## src/rtl/mfcc_fft_pkg.sv

```systemverilog
// Shared definitions for the MFCC FFT front end (input loader, FFT core
// control, output reader).
//   - fft_state_e : loader FSM states IDLE/LOAD/PAD/RUN
//   - FP_ZERO     : IEEE-754 single +0.0, used for zero padding
//   - FFT_ADDR_WIDTH / FFT_DATA_WIDTH : default RAM address / sample widths
package mfcc_fft_pkg;

  localparam int FFT_ADDR_WIDTH = 12;
  localparam int FFT_DATA_WIDTH = 32;

  localparam logic [31:0] FP_ZERO = 32'h0000_0000;

  typedef enum logic [1:0] {
    IDLE = 2'd0,
    LOAD = 2'd1,
    PAD  = 2'd2,
    RUN  = 2'd3
  } fft_state_e;

endpackage

```

## src/rtl/fft_input_loader_if.sv

```systemverilog
// Sample stream into the FFT input loader (valid/ready with end-of-frame).
//   in_valid : sample present        (master -> slave)
//   in_data  : sample, DATA_WIDTH    (master -> slave)
//   in_last  : last sample of frame  (master -> slave)
//   in_ready : slave accepts sample  (slave -> master)
interface fft_input_loader_if #(
  parameter int DATA_WIDTH = 32
);
  logic                  in_valid;
  logic                  in_ready;
  logic [DATA_WIDTH-1:0] in_data;
  logic                  in_last;

  modport master (output in_valid, in_data, in_last, input in_ready);
  modport slave  (input in_valid, in_data, in_last, output in_ready);
endinterface

```

## src/rtl/fft_bitrev.sv

```systemverilog
// Combinational bit-reversed address generator, shared by the FFT input
// loader and the output reader.
//   cnt          : natural-order index
//   stage_number : log2(N); values above ADDR_WIDTH clamp to ADDR_WIDTH
//   addr         : cnt[stage_number-1:0] reversed, upper bits zero
module fft_bitrev
  import mfcc_fft_pkg::*;
#(
  parameter int ADDR_WIDTH = FFT_ADDR_WIDTH
) (
  input  logic [ADDR_WIDTH-1:0] cnt,
  input  logic [3:0]            stage_number,
  output logic [ADDR_WIDTH-1:0] addr
);

  logic [ADDR_WIDTH-1:0] rev_full;
  int                    stages;

  // Reverse the full word, then shift the wanted bits down: bit k of cnt
  // lands at position stages-1-k, and cnt bits at or above 'stages' are
  // shifted out so the upper address bits come out zero.
  for (genvar i = 0; i < ADDR_WIDTH; i++) begin : g_rev
    assign rev_full[i] = cnt[ADDR_WIDTH-1-i];
  end

  always_comb begin
    stages = (int'(stage_number) > ADDR_WIDTH) ? ADDR_WIDTH : int'(stage_number);
    addr   = rev_full >> (ADDR_WIDTH - stages);
  end

endmodule

```

## src/rtl/fft_input_loader.sv

```systemverilog
// FFT input loader: takes windowed samples over a valid/ready stream and
// writes them to the FFT working RAM in bit-reversed order, then holds
// ena_fft_core high until the core reports fft_done.
// Optional feature macro: FFT_ZERO_PAD_EN -- an early in_last zero-fills
// the rest of the frame (PAD state). Without it in_last is ignored and a
// frame is always exactly N samples.
// Ports:
//   clk, rst        : clock, synchronous active-high reset
//   start           : one-cycle pulse, begins a frame load (IDLE only)
//   stage_number    : log2(N), sampled at start
//   max_point_fft   : N-1, sampled at start
//   s_in            : sample stream (slave modport)
//   ram_we/addr/wdata : registered RAM write port
//   ena_fft_core    : high from load completion until fft_done
//   fft_done        : completion pulse from the FFT core (RUN only)
//   load_busy       : high in LOAD or PAD
module fft_input_loader
  import mfcc_fft_pkg::*;
#(
  parameter int ADDR_WIDTH = FFT_ADDR_WIDTH,
  parameter int DATA_WIDTH = FFT_DATA_WIDTH
) (
  input  logic                  clk,
  input  logic                  rst,
  input  logic                  start,
  input  logic [3:0]            stage_number,
  input  logic [ADDR_WIDTH-1:0] max_point_fft,
  fft_input_loader_if.slave     s_in,
  output logic                  ram_we,
  output logic [ADDR_WIDTH-1:0] ram_addr,
  output logic [DATA_WIDTH-1:0] ram_wdata,
  output logic                  ena_fft_core,
  input  logic                  fft_done,
  output logic                  load_busy
);

  fft_state_e            state, state_d;
  logic [ADDR_WIDTH-1:0] cnt, cnt_d;
  logic [3:0]            stage_q;
  logic [ADDR_WIDTH-1:0] max_q;
  logic                  we_d;
  logic [DATA_WIDTH-1:0] wdata_d;
  logic                  ena_d;
  logic                  accept;
  logic [ADDR_WIDTH-1:0] rev_addr;

  assign s_in.in_ready = (state == LOAD);
  assign load_busy     = (state == LOAD) || (state == PAD);
  assign accept        = s_in.in_valid && s_in.in_ready;

  fft_bitrev #(.ADDR_WIDTH(ADDR_WIDTH)) u_bitrev (
    .cnt          (cnt),
    .stage_number (stage_q),
    .addr         (rev_addr)
  );

  always_comb begin
    state_d = state;
    cnt_d   = cnt;
    we_d    = 1'b0;
    wdata_d = DATA_WIDTH'(FP_ZERO);
    ena_d   = 1'b0;
    case (state)
      IDLE: begin
        if (start) begin
          state_d = LOAD;
          cnt_d   = '0;
        end
      end
      LOAD: begin
        if (accept) begin
          we_d    = 1'b1;
          wdata_d = s_in.in_data;
          cnt_d   = cnt + 1'b1;
          if (cnt == max_q)
            state_d = RUN;
`ifdef FFT_ZERO_PAD_EN
          else if (s_in.in_last)
            state_d = PAD;
`endif
        end
      end
`ifdef FFT_ZERO_PAD_EN
      PAD: begin
        we_d  = 1'b1;
        cnt_d = cnt + 1'b1;
        if (cnt == max_q)
          state_d = RUN;
      end
`endif
      RUN: begin
        // ena is registered off the RUN state so it rises the cycle after
        // the final write is visible, and clears on the fft_done edge.
        ena_d = !fft_done;
        if (fft_done)
          state_d = IDLE;
      end
      default: state_d = IDLE;
    endcase
  end

  always_ff @(posedge clk) begin
    if (rst) begin
      state        <= IDLE;
      cnt          <= '0;
      stage_q      <= '0;
      max_q        <= '0;
      ram_we       <= 1'b0;
      ram_addr     <= '0;
      ram_wdata    <= '0;
      ena_fft_core <= 1'b0;
    end else begin
      state        <= state_d;
      cnt          <= cnt_d;
      ram_we       <= we_d;
      ena_fft_core <= ena_d;
      if (we_d) begin
        ram_addr  <= rev_addr;
        ram_wdata <= wdata_d;
      end
      if (state == IDLE && start) begin
        stage_q <= stage_number;
        max_q   <= max_point_fft;
      end
    end
  end

endmodule

```

## src/flat_wrapper.sv

```systemverilog
// flat-port wrapper written by rule: the top's interface ports become plain ports
module fft_input_loader_flat import mfcc_fft_pkg::*;
#(
  parameter int ADDR_WIDTH = FFT_ADDR_WIDTH,
  parameter int DATA_WIDTH = FFT_DATA_WIDTH
)
  (clk, rst, start, stage_number, max_point_fft, ram_we, ram_addr, ram_wdata, ena_fft_core, fft_done, load_busy, s_in_in_valid, s_in_in_data, s_in_in_last, s_in_in_ready);
  fft_input_loader_if #(.DATA_WIDTH(DATA_WIDTH)) s_in_i ();
  input  logic clk;
  input  logic rst;
  input  logic start;
  input  logic [3:0] stage_number;
  input  logic [ADDR_WIDTH-1:0] max_point_fft;
  output logic ram_we;
  output logic [ADDR_WIDTH-1:0] ram_addr;
  output logic [DATA_WIDTH-1:0] ram_wdata;
  output logic ena_fft_core;
  input  logic fft_done;
  output logic load_busy;
  input wire logic [$bits(s_in_i.in_valid)-1:0] s_in_in_valid;
  input wire logic [$bits(s_in_i.in_data)-1:0] s_in_in_data;
  input wire logic [$bits(s_in_i.in_last)-1:0] s_in_in_last;
  output wire logic [$bits(s_in_i.in_ready)-1:0] s_in_in_ready;
  assign s_in_i.in_valid = s_in_in_valid;
  assign s_in_i.in_data = s_in_in_data;
  assign s_in_i.in_last = s_in_in_last;
  assign s_in_in_ready = s_in_i.in_ready;
  fft_input_loader #(.ADDR_WIDTH(ADDR_WIDTH), .DATA_WIDTH(DATA_WIDTH)) u_core (.clk(clk), .rst(rst), .start(start), .stage_number(stage_number), .max_point_fft(max_point_fft), .s_in(s_in_i), .ram_we(ram_we), .ram_addr(ram_addr), .ram_wdata(ram_wdata), .ena_fft_core(ena_fft_core), .fft_done(fft_done), .load_busy(load_busy));
endmodule
```

## config.mk

```make
export PLATFORM = sky130hd
export DESIGN_NAME = fft_input_loader_flat
export DESIGN_NICKNAME = d
export VERILOG_FILES = /design/src/rtl/mfcc_fft_pkg.sv /design/src/rtl/fft_input_loader_if.sv /design/src/rtl/fft_bitrev.sv /design/src/rtl/fft_input_loader.sv /design/src/flat_wrapper.sv
export SDC_FILE = /design/constraint.sdc
export NUM_CORES = 1
export LEC_CHECK = 0
export BUFFER_PORTS_ARGS = -buffer_cell sky130_fd_sc_hd__buf_2
export CAP_MARGIN = 40
export CORE_MARGIN = 2
export CORE_UTILIZATION = 56
export DETAILED_ROUTE_END_ITERATION = 7
export HOLD_SLACK_MARGIN = 0.08
export PLACE_DENSITY = 0.85
export SETUP_SLACK_MARGIN = 0.05
export SYNTH_ARGS = -nofsm -noshare
export SYNTH_HDL_FRONTEND = slang
export SYNTH_HIERARCHICAL = 1
export SYNTH_SLANG_ARGS = --single-unit
```

## constraint.sdc

```tcl
create_clock -name clk -period 4.75 [get_ports clk]
set_clock_uncertainty 0.2 [all_clocks]
set_input_delay 0.2375 -clock clk [delete_from_list [all_inputs] [get_ports clk]]
set_output_delay 0.2375 -clock clk [all_outputs]
set_load 0.02 [all_outputs]
```

# Word level (Yosys, flattened, before mapping)
# Index checks and enable logic that the tools add are counted.
# W data, S select, Z words.
[totals]
regBits = 76
[op_classes]
n_addsub = 2
magnitude_cmp = 1
n_eq_ne = 8
shifts = 1
mux = 13
bitwise_logic = 1
reduce_logical = 9
[op_table]
columns = ["operator", "n"]
rows = [
  ["$mux W32", 2],
  ["$shr A12 B32 Y12", 1],
  ["$mux W12", 2],
  ["$pmux W12 S2", 1],
  ["$add A12 B1 Y12 const B", 1],
  ["$eq A12 B12 Y1", 1],
  ["$mux W2", 4],
  ["$ne A2 B2 Y1 const B", 4],
  ["$pmux W2 S3", 1],
  ["$sub A4 B4 Y5 const A", 1],
  ["$eq A2 B2 Y1 const B", 2],
  ["$gt A4 B4 Y1 const B", 1],
  ["$mux W4", 1],
  ["$reduce_and A4 Y1", 1],
  ["$reduce_and A3 Y1", 1],
  ["$eq A2 B1 Y1 const B", 1],
  ["$logic_and A1 B1 Y1", 2],
  ["$logic_not A2 Y1", 1],
  ["$mux W1", 2],
  ["$reduce_bool A2 Y1", 1],
  ["$reduce_or A2 Y1", 1],
  ["$logic_not A1 Y1", 1],
  ["$logic_or A1 B1 Y1", 1],
  ["$not A1 Y1", 1],
]

# Depth between registers and ports, before layout
# Gate-level depths: netlist (run 1).
[logic_depth]
depth_word = 4
depth_mapped = 12
depth_no_buf = 9

# Modules after synthesis
# Netlist (run 1), hierarchy kept.
[modules_own_cells]
columns = ["module", "n_inst", "cells_per_inst", "area_per_inst_um2"]
rows = [
  ["fft_input_loader", 1, 371, 2994.1],
  ["fft_bitrev", 1, 97, 705.7],
]

# Least setup slack after synthesis (run 1)
# OpenSTA, ideal clock, no wires.
[synth_path]
kind = "register -> register"
start = "register u_core.stage_q[0]"
end = "register u_core.ram_addr[4]"
setup_time_ps = 70
arrival_time_ps = 2353
t_required_ps = 4480
slack_ps = 2127
stages_incl_launch_ff = 12
cell_sequence = "dfxtp_1 buf_6 a21boi_1 inv_1 ha_1 clkbuf_1 inv_1 mux4_2 mux2_2 nor2_2 nand2_1 a21oi_1"
[synth_between]
elab_chain_len = 4
[synth_lines]
columns = ["item", "line", "rtl"]
rows = [
  ["start, declared", "fft_input_loader.sv:39", "logic [3:0] stage_q;"],
  ["start signal, assigned", "fft_input_loader.sv:122", "stage_q <= stage_number;"],
  ["$gt A4 B4 Y1", "fft_bitrev.sv:27", "stages = (int'(stage_number) > ADDR_WIDTH) ? ADDR_WIDTH : int'(stage_number);"],
  ["$mux W4 *", "fft_bitrev.sv:27", ""],
  ["$sub A4 B4 Y5 *", "fft_bitrev.sv:28", "addr = rev_full >> (ADDR_WIDTH - stages);"],
  ["$shr A12 B32 Y12 *", "fft_bitrev.sv:28", ""],
  ["net u_core.rev_addr[4]", "fft_input_loader.sv:45", "logic [ADDR_WIDTH-1:0] rev_addr;"],
  ["end signal, assigned", "fft_input_loader.sv:118", "ram_addr <= rev_addr;"],
  ["end, declared", "fft_input_loader.sv:30", "output logic [ADDR_WIDTH-1:0] ram_addr,"],
]
# Mark *: on every way through the listed nets, which the timed path passes. The rest lies on a longest branch.
# A chain may end at the register's enable or synchronous reset.

# Worst setup path after layout (run 1)
[layout_path]
start = "register u_core.stage_q[0]"
end = "register u_core.ram_addr[0]"
# Same word-level chain as after synthesis.

==> results of run 1 <==
-- worst max-delay path by stage --
stage / start / to / slack [ns] / cells past startpoint
after floorplan: u_core/stage_q[0] / u_core/ram_addr[4] / 2.13 / 11
after global placement: u_core/stage_q[0] / u_core/ram_addr[4] / 1.65 / 9
after detailed placement: u_core/stage_q[0] / u_core/ram_addr[0] / 1.55 / 8
after CTS: u_core/stage_q[0] / u_core/ram_addr[7] / 1.52 / 9
after global routing: u_core/stage_q[0] / u_core/ram_addr[0] / 1.21 / 8
final: u_core/stage_q[0] / u_core/ram_addr[0] / 1.45 / 8
-- metrics by stage --
step / area (sq um) / util, % / hold slack [ns]
6_report: 4906 / 76.82 / 0.1134
5_1_grt: 4906 / 76.82 / 0.1243
4_1_cts: 4903 / 76.78 / 0.09356
3_5_place_dp: 4195 / 65.69 / 0.2431
3_3_place_gp: 4175 / 65.38 / 0.2391
2_1_floorplan: 3700 / - / 0.1735
-- routing by layer --
| metal | vias to the layer above | GRT usage (%) | routed length [microns] |
|---|---|---|---|
| li1 | 1859 | - | - |
| met1 | 1803 | 33.23 | 4113 |
| met2 | 205 | 51.63 | 5544 |
| met3 | 40 | 7.101 | 591 |
| met4 | 0 | 14.57 | 367 |
| met5 | - | 0 | 0 |
-- sequential cells by signal, summed over array words and instances (netlist names) --
| name | flops |
|---|---|
| u_core/state | 2 |
| u_core/ram_we | 1 |
| u_core/max_q | 12 |
| u_core/stage_q | 4 |
| u_core/ram_wdata | 32 |
| u_core/ena_fft_core | 1 |
| u_core/cnt | 12 |
| u_core/ram_addr | 12 |
-- cells by family after synthesis --
| group | share of synthesized area [%] |
|---|---|
| muxes | 6.054 |
| DFF | 41.12 |
| adders and majority gates | 2.029 |
| xor gates and xnor gates | 5.681 |
| AOI/OAI and AO/OA | 15.35 |
| and+or+nand+nor | 25.47 |
| buffers and inverters | 4.295 |
-- worst reg2reg max path, delay by kind of cell (launching register included) --
kind / cells / cell delay (ns)
AO/OA/AOI/OAI: 3 / 0.84
XOR/XNOR: 1 / 0.57
adder cells (fa/ha/maj): 1 / 0.40
buffers and inverters: 1 / 0.11
flip-flops: 1 / 0.71
AND/OR/NAND/NOR: 2 / 0.40
-- Yosys cell counts (5+ instances only) --
cell type / n / area (sq um)
nand4_1: 7 / 43.79
ha_1: 6 / 75.07
xor2_1: 10 / 87.58
nand3_1: 5 / 25.02
and2_1: 6 / 37.54
mux2i_1: 10 / 100.1
nand2_1: 140 / 525.5
inv_1: 6 / 22.52
a21oi_1: 65 / 325.3
clkbuf_1: 20 / 75.07
xnor2_1: 14 / 122.6
o21ai_0: 5 / 25.02
nor2_1: 23 / 86.33
nor3_1: 5 / 25.02
nand2b_1: 6 / 37.54
dfxtp_1: 76 / 1521
-- final cells by class --
type | count | area, sq um | area share [%]
antenna | 1 | 2.502 | 0.05101
clock buffer | 10 | 137.6 | 2.805
clock inverter | 5 | 60.06 | 1.224
inverter | 6 | 22.52 | 0.4591
multi-input combinational | 358 | 2019 | 41.16
sequential | 76 | 1521 | 31.01
tap | 77 | 96.34 | 1.964
timing repair buffer | 154 | 1046 | 21.32
-- power groups by stage --
stage                     clock [W]  sequential [W]  combinational [W]
after CTS                  0.000504        0.000770           0.000630
after global routing       0.000531        0.000782           0.000708
after detailed placement          0        0.000784           0.000595
after floorplan                   0        0.000813           0.000419
final                      0.000497        0.000774           0.000654
after global placement            0        0.000779           0.000573
==> flow_metrics.env, run 1 <==
export IMPL_finalPower_w=0.001925
export IMPL_port_buffers=100
export IMPL_critical_path_required_ns=4.83
export IMPL_drtAntennaViolNets=0
export IMPL_r2r_start="u_core/stage_q[0]"
export IMPL_grt_antenna_before_repair=1
export IMPL_ys_warn_count=6
export IMPL_synth_edff_count=0
export IMPL_min_path_cells=2
export IMPL_fin_tns_setup_ns=0
export IMPL_place_hpwl_microns=6290
export IMPL_ys_ff_latch=76
export IMPL_numCtsBuffers=9
export IMPL_p_sw_share_pct=37.42
export IMPL_die_w_microns=85.28
export IMPL_yosysSeqAreaShare_pct=41.12
export IMPL_start_kind="flop"
export IMPL_synth_ff_type="dfxtp_1"
export IMPL_stdcell_count=687
export IMPL_p_int_w=0.001205
export IMPL_pwr_share_clk_pct=25.8
export IMPL_via_per_inst=5.687
export IMPL_fin_crit_ns=3.296
export IMPL_min_to="u_core/max_q[1]"
export IMPL_clockBufferDepth=2
export IMPL_clockRootBuffer="clkbuf_8"
export IMPL_cp_slowest_cell="dfxtp_1"
export IMPL_fmax_mhz=303.4
export IMPL_synthToLayoutAreaGrowth_pct=32.60
export IMPL_max_stage_delay_ns=0.71
export IMPL_overflow=0
export IMPL_critical_path_top_delay_family="compound AO/OA/AOI/OAI gates"
export IMPL_status="completed"
export IMPL_drv_slew=0
export IMPL_final_cell_mix="nand2_1, buf_2, dfxtp_1, a21oi_1, dlygate4sd3_1"
export IMPL_drive_gt1_share_pct=21.51
export IMPL_power_density_nw_per_um2=392.4
export IMPL_finalHoldViolCount=0
export IMPL_combPwrFrac_pct=34.0
export IMPL_maxSlewHeadroom_pct=50.94
export IMPL_gp_congestion=0.8900
export IMPL_synth_area_sq_um=3700
export IMPL_worstMarginPinSlew_ns=0.7344
export IMPL_grt_pass1_vias=3751
export IMPL_wl_per_cell_microns=15.45
export IMPL_hold_path_class="in2reg"
export IMPL_clkSlewWorstSetupHoldPaths_ns=0.08
export IMPL_syn_nets=528
export IMPL_fin_nets=665
export IMPL_ys_types=52
export IMPL_final_common_cell="nand2_1"
export IMPL_power_switching_w=0.0007204
export IMPL_grt_max_degree=47
export IMPL_r2r_cells=8
export IMPL_tritoncts="done"
export IMPL_maxCapViolations=0
export IMPL_n_fill_cell=411
export IMPL_clock_sinks=76
export IMPL_worst_r2r_setup_slack_ns=1.45
export IMPL_clock_latency_ns=0.35
export IMPL_critPathKind="reg2reg"
export IMPL_vias=3907
export IMPL_io_pins=102
export IMPL_routed_wl_microns=10620
export IMPL_hp_start="rst"
export IMPL_die_y_microns=85.28
export IMPL_fin_crit_sh_pct=69.38
export IMPL_postCtsSetupBuffers=0
export IMPL_dr_pass1_iters=5
export IMPL_cts_resized=0
export IMPL_worst_slack_ns=1.454
export IMPL_end_kind="flop"
export IMPL_crit_buf_inv=1
export IMPL_seqPwrFrac_pct=40.2
export IMPL_placementRows=29
export IMPL_syn_inst=468
export IMPL_route_detailed_drc=0
export IMPL_crit_chain="a21boi_1 -> inv_1 -> ha_1 -> xnor2_1 -> nand2b_1 -> o31ai_1 -> nand2_1 -> a21oi_1"
export IMPL_htree_levels=3
export IMPL_hold_buffers=51
export IMPL_dp_cells=620
export IMPL_pre_cts_slack_ns=1.552
export IMPL_syn_avg_cell_area_sq_um=7.906
export IMPL_setup_viol=0
export IMPL_critPathArrivalTime_ns=3.38
export IMPL_first_iter_violations=313
export IMPL_core_area_sq_um=6386
export IMPL_crit_fanout=16
export IMPL_die_area_sq_um=7273
export IMPL_grtUsageTotal_pct=29.44
export IMPL_start_util_pct=57.93
export IMPL_timing_rr_end="u_core/ram_addr[0]"
export IMPL_grt_pass1_wl_microns=17240
export IMPL_synthArstFlopShare_pct=0
export IMPL_p_leak_nw=1.954
export IMPL_rsz0062_at_grt="false"
export IMPL_ir_drop_uv=463.4
Power figures use the tool's default switching activity.
==> run 2, diff against run 1 <==
CORE_UTILIZATION = 47   (was 56)
PLACE_DENSITY = 0.76   (was 0.85)
clock period = 2.8 ns   (was 4.75 ns; I/O delays follow)
==> run 2 against run 1 <==
  * Total power rose by 74%
  * First-iteration DRC count decreased by 45%
  * Maximum frequency is 29% higher
  * Clock-buffer cell count unchanged
  * Worst setup slack lost 1.2 ns
  * Non-clock buffer count grew 28
  * Combinational power is 90% higher
  * Worst hold slack lost 0.011 ns
  * Critical endpoint is now u_core/cnt[1]
==> flow_metrics.env, run 2 (synthesis gave the netlist of run 1 again) <==
export IMPL_synthToLayoutAreaGrowth_pct=40.45
export IMPL_power_density_nw_per_um2=644.2
export IMPL_die_area_sq_um=8598
export IMPL_clockRootBuffer="clkbuf_8"
export IMPL_cp_slowest_cell="dlygate4sd3_1"
export IMPL_tritoncts="done"
export IMPL_maxCapViolations=0
export IMPL_finalPower_w=0.003348
export IMPL_combPwrFrac_pct=36.9
export IMPL_start_util_pct=48.13
export IMPL_grt_max_degree=47
export IMPL_crit_buf_inv=3
export IMPL_final_cell_mix="nand2_1, buf_2, dfxtp_1, dlygate4sd3_1, a21oi_1"
export IMPL_clockBufferDepth=2
export IMPL_setup_viol=0
export IMPL_fmax_mhz=392.9
export IMPL_multi_input_area_sq_um=2029
export IMPL_final_common_cell="nand2_1"
export IMPL_htree_levels=3
export IMPL_critPathArrivalTime_ns=2.64
export IMPL_seqPwrFrac_pct=38.3
export IMPL_routed_wl_microns=10500
export IMPL_gp_congestion=0.8688
export IMPL_crit_chain="inv_1 -> ha_1 -> and2_1 -> buf_12 -> nand3_1 -> a31oi_1 -> dlygate4sd3_1"
export IMPL_first_iter_violations=173
export IMPL_drive_gt1_share_pct=22.14
export IMPL_worstMarginPinSlew_ns=0.5738
export IMPL_crit_fanout=39
export IMPL_vias=3858
export IMPL_drv_slew=0
export IMPL_clock_sinks=76
export IMPL_overflow=0
export IMPL_io_pins=102
export IMPL_pwr_share_clk_pct=24.8
export IMPL_critical_path_required_ns=2.89
export IMPL_max_stage_delay_ns=0.57
export IMPL_status="completed"
export IMPL_p_int_w=0.002114
export IMPL_fin_nets=693
export IMPL_place_hpwl_microns=6433
export IMPL_rsz0062_at_grt="false"
export IMPL_hold_path_class="in2reg"
export IMPL_placementRows=32
export IMPL_p_leak_nw=2.124
export IMPL_drtAntennaViolNets=0
export IMPL_via_per_inst=5.214
export IMPL_critical_path_top_delay_family="buffers and inverters"
export IMPL_grt_pass1_vias=3823
export IMPL_start_kind="flop"
export IMPL_largest_reg_flops=32
export IMPL_ir_drop_uv=543.4
export IMPL_n_fill_cell=602
export IMPL_port_buffers=100
export IMPL_dr_pass1_iters=5
export IMPL_grt_antenna_before_repair=0
export IMPL_ff_latch_area_sq_um=1521
export IMPL_wl_per_cell_microns=14.18
export IMPL_fin_crit_sh_pct=90.91
export IMPL_clkSlewWorstSetupHoldPaths_ns=0.08
export IMPL_end_kind="flop"
export IMPL_regMostFlops="u_core/ram_wdata"
export IMPL_finalHoldViolCount=0
export IMPL_fin_crit_ns=2.546
export IMPL_p_sw_share_pct=36.86
export IMPL_fin_tns_setup_ns=0
export IMPL_grtUsageTotal_pct=25.03
export IMPL_power_switching_w=0.001234
export IMPL_route_detailed_drc=0
export IMPL_die_w_microns=92.73
export IMPL_grt_pass1_wl_microns=17240
export IMPL_die_y_microns=92.73
export IMPL_numCtsBuffers=9
export IMPL_core_area_sq_um=7687
export IMPL_maxSlewHeadroom_pct=61.34
export IMPL_critPathKind="reg2reg"
export IMPL_clock_latency_ns=0.35
==> run 2: changes by cell type in the layout (fill, tap and decap cells not counted) <==
cell           delta
inv_6             -1
ha_2              +1
ha_1              -1
clkbuf_1          +1
xnor2_1           -1
clkinv_4          +2
xnor2_2           +1
clkinvlp_4        -1
dlygate4sd3_1    +19
clkbuf_8          -1
buf_4             +9
==> run 2: final timing paths <==
kind,start,to,slack [ns],cells after the start
min,rst,u_core/state[0],0.10,2
max,u_core/state[1],u_core/cnt[1],0.25,7
max reg2reg,u_core/state[1],u_core/cnt[1],0.25,7
min reg2reg,u_core/ram_wdata[0],u_core/ram_wdata[0],0.25,2
==> run 2: metal layers <==
metal / track usage [%] / wire [microns]
met3: 3.743 / 393
met1: 28.26 / 4280
met4: 12.87 / 301
met2: 45.50 / 5521
met5: 0 / 0
==> run 2: layout make-up <==
cell class                 count  share of cell area (%)
antenna                        1                 0.04816
clock buffer                  10                   2.456
clock inverter                 5                   1.180
inverter                       6                  0.4334
multi-input combinational    358                   39.06
sequential                    76                   29.28
tap                          102                   2.456
timing repair buffer         182                   25.09
==> run 2: repair_timing <==
action | CTS | global route
endpoints found under the hold margin | 51 | 0
setup endpoints to repair | 0 | 7
hold buffers | 70 | 0
gates resized for setup | 0 | 2
setup buffers | 0 | 0
==> run 2: stage by stage <==
step	std cells	worst slack, ns	util [%]	hold WS, ns	area [sq um]
after floorplan	468	0.1766	-	0.07597	3700
after global placement	654	0.2742	55.86	0.1808	4294
after detailed placement	654	0.1991	55.86	0.1869	4294
after CTS	739	0.1778	67.43	0.08178	5184
after global routing	739	0.05718	67.56	0.1377	5194
final	740	0.2545	67.59	0.1028	5196
==> run 2: power groups by stage <==
stage / Clock, W / Combinational [W] / Sequential [W]
floorplan: 0 / 0.000710 / 0.00138
global placement: 0 / 0.00106 / 0.00129
detailed placement: 0 / 0.00108 / 0.00130
CTS: 0.000836 / 0.00120 / 0.00128
global route: 0.000883 / 0.00136 / 0.00129
finish: 0.000830 / 0.00124 / 0.00128
